### src/rtl/prewish_db_scheduler_if.sv
// Bundle between the debounce scheduler and its debouncer bank / event consumer.
// Poll port: one-hot o_poll_stb request, channel answers on i_resp_stb with i_resp_dat.
// Event port: o_evt_stb is valid, i_evt_ack is ready; transfer when both are 1 in a cycle,
// and o_evt_ch/o_evt_dat hold steady while o_evt_stb=1 without ack.
interface prewish_db_scheduler_if #(
   parameter int N_CH = 4
);
   logic                i_enable;
   logic                o_dbtick;
   logic [N_CH-1:0]     o_poll_stb;
   logic [7:0]          o_poll_dat;
   logic [N_CH-1:0]     i_resp_stb;
   logic [8*N_CH-1:0]   i_resp_dat;
   logic                o_evt_stb;
   logic [2:0]          o_evt_ch;
   logic [7:0]          o_evt_dat;
   logic                i_evt_ack;
   logic                o_timeout_err;
   logic                o_overrun;
   logic [2:0]          o_dbg_state;

   modport master (
      input  i_enable, i_resp_stb, i_resp_dat, i_evt_ack,
      output o_dbtick, o_poll_stb, o_poll_dat, o_evt_stb, o_evt_ch, o_evt_dat,
             o_timeout_err, o_overrun, o_dbg_state
   );

   modport slave (
      output i_enable, i_resp_stb, i_resp_dat, i_evt_ack,
      input  o_dbtick, o_poll_stb, o_poll_dat, o_evt_stb, o_evt_ch, o_evt_dat,
             o_timeout_err, o_overrun, o_dbg_state
   );
endinterface

### src/rtl/prewish_db_scheduler.sv
// Common debounce tick generator plus round-robin poller for a bank of debouncers;
// forwards only changed channel status bytes to a single event consumer.
module prewish_db_scheduler #(
   parameter int          N_CH      = 4,
   parameter int          TICK_BITS = 7,
   parameter int          TIMEOUT   = 15,
   parameter logic [7:0]  POLL_CMD  = 8'h01
) (
   input logic                    clk,
   input logic                    reset,
   prewish_db_scheduler_if.master bus
);
   localparam logic [2:0] S_IDLE    = 3'd0;
   localparam logic [2:0] S_STROBE  = 3'd1;
   localparam logic [2:0] S_WAIT    = 3'd2;
   localparam logic [2:0] S_COMPARE = 3'd3;
   localparam logic [2:0] S_NEXT    = 3'd4;

   // o_dbtick is registered, so it is raised from the count one below all-ones.
   localparam logic [TICK_BITS-1:0] TICK_PRE  = TICK_BITS'((2 ** TICK_BITS) - 2);
   localparam logic [7:0]           TIMEOUT_V = 8'(TIMEOUT);
   localparam logic [2:0]           LAST_CH   = 3'(N_CH - 1);

   logic [TICK_BITS-1:0] tick_cnt;
   logic                 dbtick_q;
   logic [2:0]           state;
   logic [2:0]           ch;
   logic [7:0]           wait_cnt;
   logic [7:0]           cap;
   logic [7:0]           last_q [N_CH];
   logic [N_CH-1:0]      poll_stb_q;
   logic [7:0]           poll_dat_q;
   logic                 evt_stb_q;
   logic [2:0]           evt_ch_q;
   logic [7:0]           evt_dat_q;
   logic                 timeout_err_q;
   logic                 overrun_q;

   logic                 resp_hit;
   logic [7:0]           resp_byte;
   logic [7:0]           last_sel;
   logic [N_CH-1:0]      stb_first;
   logic [N_CH-1:0]      stb_next;
   logic [2:0]           ch_inc;
   logic                 evt_free;

   assign ch_inc   = ch + 3'd1;
   assign evt_free = !evt_stb_q || bus.i_evt_ack;

   // Channel-indexed views built by loop so the 3-bit index never over-selects.
   always_comb begin
      resp_hit  = 1'b0;
      resp_byte = 8'h00;
      last_sel  = 8'h00;
      stb_first = '0;
      stb_next  = '0;
      stb_first[0] = 1'b1;
      for (int k = 0; k < N_CH; k++) begin
         if (ch == 3'(k)) begin
            resp_hit  = bus.i_resp_stb[k];
            resp_byte = bus.i_resp_dat[8*k +: 8];
            last_sel  = last_q[k];
         end
         if (ch_inc == 3'(k)) stb_next[k] = 1'b1;
      end
   end

   always_ff @(posedge clk) begin
      if (reset) begin
         tick_cnt      <= '0;
         dbtick_q      <= 1'b0;
         state         <= S_IDLE;
         ch            <= 3'd0;
         wait_cnt      <= 8'd0;
         cap           <= 8'h00;
         poll_stb_q    <= '0;
         poll_dat_q    <= 8'h00;
         evt_stb_q     <= 1'b0;
         evt_ch_q      <= 3'd0;
         evt_dat_q     <= 8'h00;
         timeout_err_q <= 1'b0;
         overrun_q     <= 1'b0;
         for (int k = 0; k < N_CH; k++) last_q[k] <= 8'h00;
      end else begin
         tick_cnt   <= tick_cnt + 1'b1;
         dbtick_q   <= (tick_cnt == TICK_PRE);
         poll_stb_q <= '0;
         poll_dat_q <= 8'h00;
         if (evt_stb_q && bus.i_evt_ack) evt_stb_q <= 1'b0;
         // A tick during a round is dropped, never queued.
         if (dbtick_q && state != S_IDLE) overrun_q <= 1'b1;

         case (state)
            S_IDLE: begin
               ch <= 3'd0;
               if (dbtick_q && bus.i_enable) begin
                  state      <= S_STROBE;
                  poll_stb_q <= stb_first;
                  poll_dat_q <= POLL_CMD;
               end
            end
            S_STROBE: begin
               wait_cnt <= 8'd0;
               state    <= S_WAIT;
            end
            S_WAIT: begin
               if (resp_hit) begin
                  cap   <= resp_byte;
                  state <= S_COMPARE;
               end else if (wait_cnt == TIMEOUT_V) begin
                  timeout_err_q <= 1'b1;
                  state         <= S_NEXT;
               end else begin
                  wait_cnt <= wait_cnt + 8'd1;
               end
            end
            S_COMPARE: begin
               if (cap == last_sel) begin
                  state <= S_NEXT;
               end else if (evt_free) begin
                  evt_stb_q <= 1'b1;
                  evt_ch_q  <= ch;
                  evt_dat_q <= cap;
                  for (int k = 0; k < N_CH; k++)
                     if (ch == 3'(k)) last_q[k] <= cap;
                  state <= S_NEXT;
               end
            end
            S_NEXT: begin
               if (ch == LAST_CH) begin
                  ch    <= 3'd0;
                  state <= S_IDLE;
               end else begin
                  ch         <= ch_inc;
                  poll_stb_q <= stb_next;
                  poll_dat_q <= POLL_CMD;
                  state      <= S_STROBE;
               end
            end
            default: state <= S_IDLE;
         endcase
      end
   end

   assign bus.o_dbtick      = dbtick_q;
   assign bus.o_poll_stb    = poll_stb_q;
   assign bus.o_poll_dat    = poll_dat_q;
   assign bus.o_evt_stb     = evt_stb_q;
   assign bus.o_evt_ch      = evt_ch_q;
   assign bus.o_evt_dat     = evt_dat_q;
   assign bus.o_timeout_err = timeout_err_q;
   assign bus.o_overrun     = overrun_q;
   assign bus.o_dbg_state   = state;
endmodule

### src/flat_wrapper.sv
// flat-port wrapper written by rule: the top's interface ports become plain ports
module prewish_db_scheduler_flat 
#(
   parameter int          N_CH      = 4,
   parameter int          TICK_BITS = 7,
   parameter int          TIMEOUT   = 15,
   parameter logic [7:0]  POLL_CMD  = 8'h01
)
  (clk, reset, bus_i_enable, bus_i_resp_stb, bus_i_resp_dat, bus_i_evt_ack, bus_o_dbtick, bus_o_poll_stb, bus_o_poll_dat, bus_o_evt_stb, bus_o_evt_ch, bus_o_evt_dat, bus_o_timeout_err, bus_o_overrun, bus_o_dbg_state);
  prewish_db_scheduler_if #(.N_CH(N_CH)) bus_i ();
  input logic clk;
  input logic reset;
  input wire logic [$bits(bus_i.i_enable)-1:0] bus_i_enable;
  input wire logic [$bits(bus_i.i_resp_stb)-1:0] bus_i_resp_stb;
  input wire logic [$bits(bus_i.i_resp_dat)-1:0] bus_i_resp_dat;
  input wire logic [$bits(bus_i.i_evt_ack)-1:0] bus_i_evt_ack;
  output wire logic [$bits(bus_i.o_dbtick)-1:0] bus_o_dbtick;
  output wire logic [$bits(bus_i.o_poll_stb)-1:0] bus_o_poll_stb;
  output wire logic [$bits(bus_i.o_poll_dat)-1:0] bus_o_poll_dat;
  output wire logic [$bits(bus_i.o_evt_stb)-1:0] bus_o_evt_stb;
  output wire logic [$bits(bus_i.o_evt_ch)-1:0] bus_o_evt_ch;
  output wire logic [$bits(bus_i.o_evt_dat)-1:0] bus_o_evt_dat;
  output wire logic [$bits(bus_i.o_timeout_err)-1:0] bus_o_timeout_err;
  output wire logic [$bits(bus_i.o_overrun)-1:0] bus_o_overrun;
  output wire logic [$bits(bus_i.o_dbg_state)-1:0] bus_o_dbg_state;
  assign bus_i.i_enable = bus_i_enable;
  assign bus_i.i_resp_stb = bus_i_resp_stb;
  assign bus_i.i_resp_dat = bus_i_resp_dat;
  assign bus_i.i_evt_ack = bus_i_evt_ack;
  assign bus_o_dbtick = bus_i.o_dbtick;
  assign bus_o_poll_stb = bus_i.o_poll_stb;
  assign bus_o_poll_dat = bus_i.o_poll_dat;
  assign bus_o_evt_stb = bus_i.o_evt_stb;
  assign bus_o_evt_ch = bus_i.o_evt_ch;
  assign bus_o_evt_dat = bus_i.o_evt_dat;
  assign bus_o_timeout_err = bus_i.o_timeout_err;
  assign bus_o_overrun = bus_i.o_overrun;
  assign bus_o_dbg_state = bus_i.o_dbg_state;
  prewish_db_scheduler #(.N_CH(N_CH), .TICK_BITS(TICK_BITS), .TIMEOUT(TIMEOUT), .POLL_CMD(POLL_CMD)) u_core (.clk(clk), .reset(reset), .bus(bus_i));
endmodule
### config.mk
export PLATFORM = sky130hd
export DESIGN_NAME = prewish_db_scheduler_flat
export DESIGN_NICKNAME = d
export VERILOG_FILES = /design/src/rtl/prewish_db_scheduler_if.sv /design/src/rtl/prewish_db_scheduler.sv /design/src/flat_wrapper.sv
export SDC_FILE = /design/constraint.sdc
export NUM_CORES = 1
export LEC_CHECK = 0
export ABC_AREA = 0
export CAP_MARGIN = 10
export CORE_MARGIN = 2
export CORE_UTILIZATION = 60
export CTS_CLUSTER_SIZE = 40
export DETAILED_ROUTE_END_ITERATION = 8
export DONT_BUFFER_PORTS = 1
export PLACE_DENSITY = 0.79
export SYNTH_ARGS = -nofsm -noshare
export SYNTH_HDL_FRONTEND = slang
export SYNTH_SLANG_ARGS = --single-unit
### constraint.sdc
create_clock -name clk -period 6.6 [get_ports clk]
set_input_delay 1.32 -clock clk [delete_from_list [all_inputs] [get_ports clk]]
set_output_delay 1.32 -clock clk [all_outputs]
set_load 0.005 [all_outputs]
==> summary.txt, run 1 <==
Slew @ Worst Pin: 1.143 ns
Ports: 70
Die Area: 7869 um2
Clock Pin Slew Worst Setup and Hold Paths: 0.09 ns
top cells by count, synth: dfxtp_1, nor2_1, edfxtp_1
register area share after synthesis: 45.10%
setup ws final: 1.976 ns
drc violations: 0
register area: 1942 um2
Hold WC Path Type: reg -> reg
Startpoint Class: register
hold-fix buffers at CTS: 0
DRT Pass-1 Iters: 6
Yosys reg bits: 81
WL per Instance: 19.00 um
ys async rst share: 0%
DR vias/cell: 6.384
non-filler cells in the finished layout: 531
EDFF count, synth: 32
Final Cycle Share: 70.06%
RSZ-0062 raised after global routing: no
Die X: 88.71 um
ratio of cells with drive above 1 in the final layout: 8.966%
first-pass GRT wire length: 16,110 um
placed cells: 515
H-tree depth: 3
DP Wirelength: 6874 um
Slew Viols, Final: 0
Synth Instances: 451
Multi-input gate area: 2079 um2
CTS sink cnt: 81
initial antenna violation count: 0
Synth warnings: 0
Root Buffer Master: clkbuf_8
number of fill cells in the layout: 538
area share of the largest cell type after synthesis: 22.78%
cell area after synthesis: 4305 um2
critical path cell sequence: inv_1 > ha_1 > or2_1 > nor3_1 > mux2i_1 > nand4_1 > or4_4 > nand2b_2 > o21bai_1
Iter 0 DRT Violations: 378
Slew headroom: 23.78%
Yosys cell types: 64
post-CTS sizing: 0
P_leak: 1.529 nW
Hold Fails Final Rpt: 0
# nets final: 480
gr busiest metal: met2
Worst Path Max Fanout: 34
Ant. Diodes: 0
post-route ant nets: 0
postcts setup bufs: 0
via count: 3,390
grt ovf: 0
most frequent cell after synthesis: dfxtp_1
initial core utilization: 62.68%
CP Buf/Inv Count: 1
Total Power: 0.9650 mW
worst-skew pair later-pin latency: 0.36 ns
hold_ws: 0.4545 ns
largest net degree at the start of global routing: 75
met1 usage: 37.62%
DP Worst Slack: 2.064 ns
Clock Skews: 0.01075 ns
P per Cell Area: 217.3 nW/um2
Total GRT Usage: 27.36%
met3 usage in global routing: 6.530%
Avg Cell Area, Syn: 9.546 um2
DP Area: 4213 um2
ys flop type: dfxtp_1
Slowest Stage Delay on Critical Path: 1.04 ns
area of the core: 6869 um2
total wire length: 10,090 um
vias in the first global route: 3,212
Worst EP required: 6.63 ns
MaxCap Viol Count: 0
post-route minimum period: 4.624 ns
top cells by area, synth: dfxtp_1, edfxtp_1, nor2_1
Finished Core Util: 64.64%
setup violators final: 0
Port Buffers: 0
Global Route met2 Usage: 41.52%
Final Cell Area: 4441 um2
die height: 88.71 um
number of CTS-inserted buffers: 9
CTS max path bufs: 2
Core Rows: 30
sum of negative setup slack: 0 ns
worst vdd ir: 0.0001364 V
fmax: 216.3 MHz
Worst setup EP type: register
CTS tree: built
cell taking the most area after synthesis: dfxtp_1
Setup CP Type: reg -> reg
Synth-to-Final Area Change: 3.139%
Top delay family on crit path: simple AND/OR/NAND/NOR gates
gpl congestion: 0.9161
crit path DAT: 4.65 ns
status: complete, no violations
CP max stage cell: ha_1
==> cells by family after synthesis <==
family	Yosys count	share of synthesized area [%]
xor gates and xnor gates	10	2.034
AOI/OAI and AO/OA	102	17.41
muxes	5	1.162
and+or+nand+nor	187	24.18
adders and majority gates	10	2.906
DFF	81	45.10
buffers and inverters	55	7.120
other	1	0.08710
==> final timing paths <==
| path | startpoint | endpoint | slack, ns | cells past startpoint |
|---|---|---|---|---|
| setup reg to reg | u_core.ch[2] | u_core.last_q[0][16] | 1.98 | 9 |
| setup / recovery | u_core.ch[2] | u_core.last_q[0][16] | 1.98 | 9 |
| hold / removal | u_core.tick_cnt[6] | u_core.bus.o_dbtick | 0.45 | 2 |
| hold reg to reg | u_core.tick_cnt[6] | u_core.bus.o_dbtick | 0.45 | 2 |
==> placed cells by master, fill, tap and decap left out, types with 5 or more instances in the layout <==
cell      count
a222oi_1      8
nor2b_1      22
nand2b_1     13
mux2i_1       5
a21oi_1      23
a211oi_1      8
inv_1        15
nor3_1       24
clkbuf_8     10
o21ai_2       6
and4_1        8
nand2_1      19
a21boi_0      8
o21ai_0      17
edfxtp_1     32
ha_1         10
xor2_1        8
conb_1        7
nor4_1       16
and3_1        5
and2_1        5
nand3_1      13
dfxtp_1      49
a221oi_1      5
nor2_1       40
==> report_power, final <==
| part | internal, mW | switching [mW] |
|---|---|---|
| clock | 0.214 | 0.197 |
| combinational | 0.00957 | 0.0132 |
| sequential | 0.526 | 0.00475 |
| total | 0.750 | 0.215 |
==> sequential cells by signal, summed over array words and instances, names as in the netlist, 3 cells and up <==
name and count:
u_core.bus.o_dbg_state 3, u_core.bus.o_evt_ch 3, u_core.bus.o_evt_dat 8, u_core.bus.o_poll_stb 4, u_core.cap 8, u_core.ch 3
u_core.last_q 32, u_core.tick_cnt 7, u_core.wait_cnt 8
==> area by class of cell <==
cell class	instances	area share, %
Clock buffer	11	3.663
Clock inverter	5	1.465
Inverter	15	1.268
Multi-Input combinational cell	321	46.83
Sequential cell	81	43.73
Tap cell	96	2.705
Timing Repair Buffer	2	0.3381
==> worst register-to-register path, stage by stage, from the launching register on <==
cell and delay [ns]:
dfxtp_1 0.36, inv_1 0.45, ha_1 1.04, or2_1 0.53, nor3_1 0.11, mux2i_1 0.15, nand4_1 0.16, or4_4 0.52
nand2b_2 0.57, o21bai_1 0.40
==> routing by layer <==
layer | part of all wire, % | up-vias
li1 | - | 1601
met1 | 42 | 1607
met2 | 47 | 162
met3 | 8.9 | 20
met4 | 2.2 | 0
met5 | 0 | -
Note: power is estimated with default switching activity, not from simulation.
==> run 2: changes to the inputs <==
Clock period 6.6 ns to 4.8 ns, I/O delays scaled along.
==> run 2 against run 1 <==
Wire length rose by 2.4%. Global-route usage increased by 0.15 points. Critical path depth stayed put. Clock skew increased by 0.0042 ns. Clock power rose by 27%. Via count did not move. Largest cell class unchanged. Highest routed layer unchanged.
==> summary.txt, run 2 (synthesis results as in run 1) <==
status: complete, no violations
commonest non-fill, non-tap cell in the layout: dfxtp_1
Iter 0 DRT Violations: 322
DP Wirelength: 6989 um
Clock Skews: 0.01498 ns
MaxCap Viol Count: 0
CP max stage cell: or4_1
CTS tree: built
Final Cell Area: 4432 um2
Worst setup EP type: register
Slowest Stage Delay on Critical Path: 0.63 ns
Worst Path Max Fanout: 22
crit path DAT: 3.90 ns
Worst Reg-to-Reg Cells: 9
Port Buffers: 0
hold-fix buffers at CTS: 0
fmax: 258.1 MHz
P per Cell Area: 289.4 nW/um2
register area: 1942 um2
Worst Hold Depth: 2
Slew @ Worst Pin: 1.039 ns
initial core utilization: 62.68%
worst reg2reg path endpoint: u_core.last_q[0][26]
Ports: 70
Die Area: 7869 um2
via count: 3,390
Total Power: 1.283 mW
flop2flop setup slack: 0.92 ns
CTS sink cnt: 81
critical path cell sequence: inv_1 > ha_1 > or2_1 > or4_1 > nand4b_4 > nor4_2 > buf_4 > nor2_1 > a21o_1
worst vdd ir: 0.0001620 V
sum of negative setup slack: 0 ns
Worst EP required: 4.82 ns
worst r2r src: u_core.ch[2]
Slew Viols, Final: 0
Slew headroom: 30.72%
post-CTS sizing: 0
CTS max path bufs: 2
Die X: 88.71 um
Final Cycle Share: 80.73%
largest reg by FF count: u_core.last_q
number of flip-flops in the largest register: 32
ratio of cells with drive above 1 in the final layout: 9.382%
WL per Instance: 19.38 um
setup violators final: 0
Clock Pin Slew Worst Setup and Hold Paths: 0.09 ns
DR vias/cell: 6.360
# nets final: 482
P_leak: 1.529 nW
grt ovf: 0
RSZ-0062 raised after global routing: no
worst-skew pair later-pin latency: 0.36 ns
Multi-input gate area: 2079 um2
Core Rows: 30
number of fill cells in the layout: 579
hold_ws: 0.4570 ns
H-tree depth: 3
gpl congestion: 0.9534
first-pass GRT wire length: 16,330 um
Hold WC Path Type: reg -> reg
Hold Crit Start: u_core.tick_cnt[6]
Root Buffer Master: clkbuf_8
post-route ant nets: 0
Synth-to-Final Area Change: 2.935%
DRT Pass-1 Iters: 7
Hold Path End: u_core.bus.o_dbtick
Setup CP Type: reg -> reg
Startpoint Class: register
number of CTS-inserted buffers: 9
Finished Core Util: 64.52%
initial antenna violation count: 0
area of the core: 6869 um2
largest net degree at the start of global routing: 75
Hold Fails Final Rpt: 0
total wire length: 10,330 um
Total GRT Usage: 27.51%
post-route minimum period: 3.875 ns
Ant. Diodes: 0
postcts setup bufs: 0
drc violations: 0
die height: 88.71 um
DP Area: 4228 um2
commonest non-fill, non-tap cells in the layout: dfxtp_1, nor2_1, edfxtp_1
vias in the first global route: 3,263
-- run 2: worst max path at each step --
stage / to / slack [ns] / startpoint / cells after the start
floorplan: u_core.last_q[0][16] / 1.46 / u_core.ch[2] / 13
global placement: u_core.last_q[0][22] / 1.10 / u_core.ch[2] / 10
detailed placement: u_core.last_q[0][8] / 0.99 / u_core.ch[2] / 9
CTS: u_core.last_q[0][10] / 0.99 / u_core.ch[2] / 9
global route: u_core.last_q[0][26] / 0.62 / u_core.ch[2] / 10
finish: u_core.last_q[0][26] / 0.92 / u_core.ch[2] / 9
-- run 2: layout make-up --
type | count | area share [%]
multi-input combinational | 321 | 46.92
sequential | 81 | 43.82
clock buffer | 9 | 2.795
tap | 96 | 2.710
clock inverter | 7 | 1.807
inverter | 15 | 1.270
timing repair buffer | 4 | 0.6776
-- run 2: per-stage QoR --
step / cells / worst slack, ns
2_1_floorplan: 457 / 1.464
3_3_place_gp: 517 / 1.097
3_5_place_dp: 517 / 0.9889
4_1_cts: 533 / 0.9931
5_1_grt: 533 / 0.6239
6_report: 533 / 0.9248
-- run 2: per-layer routing --
| layer | global-route usage, % | wire (um) |
|---|---|---|
| met1 | 36.11 | 4312 |
| met2 | 44.23 | 4960 |
| met3 | 6.343 | 860 |
| met4 | 10.74 | 195 |
| met5 | 0 | 0 |
-- run 2: critical path, delay by kind of cell, from the launching register on --
family,cells,cell delay [ns]
AOI/OAI and AO/OA,1,0.40
and+or+nand+nor,5,1.73
buffers and inverters,2,0.51
DFF,1,0.43
adders and majority gates,1,0.48
-- run 2: where the power goes --
group          leakage [nW]  switching (mW)  internal [mW]  total [mW]
logic                 0.696          0.0181         0.0136      0.0318
registers             0.725         0.00710          0.724       0.731
clock network         0.107           0.270          0.250       0.520
total                  1.53           0.295          0.988        1.28
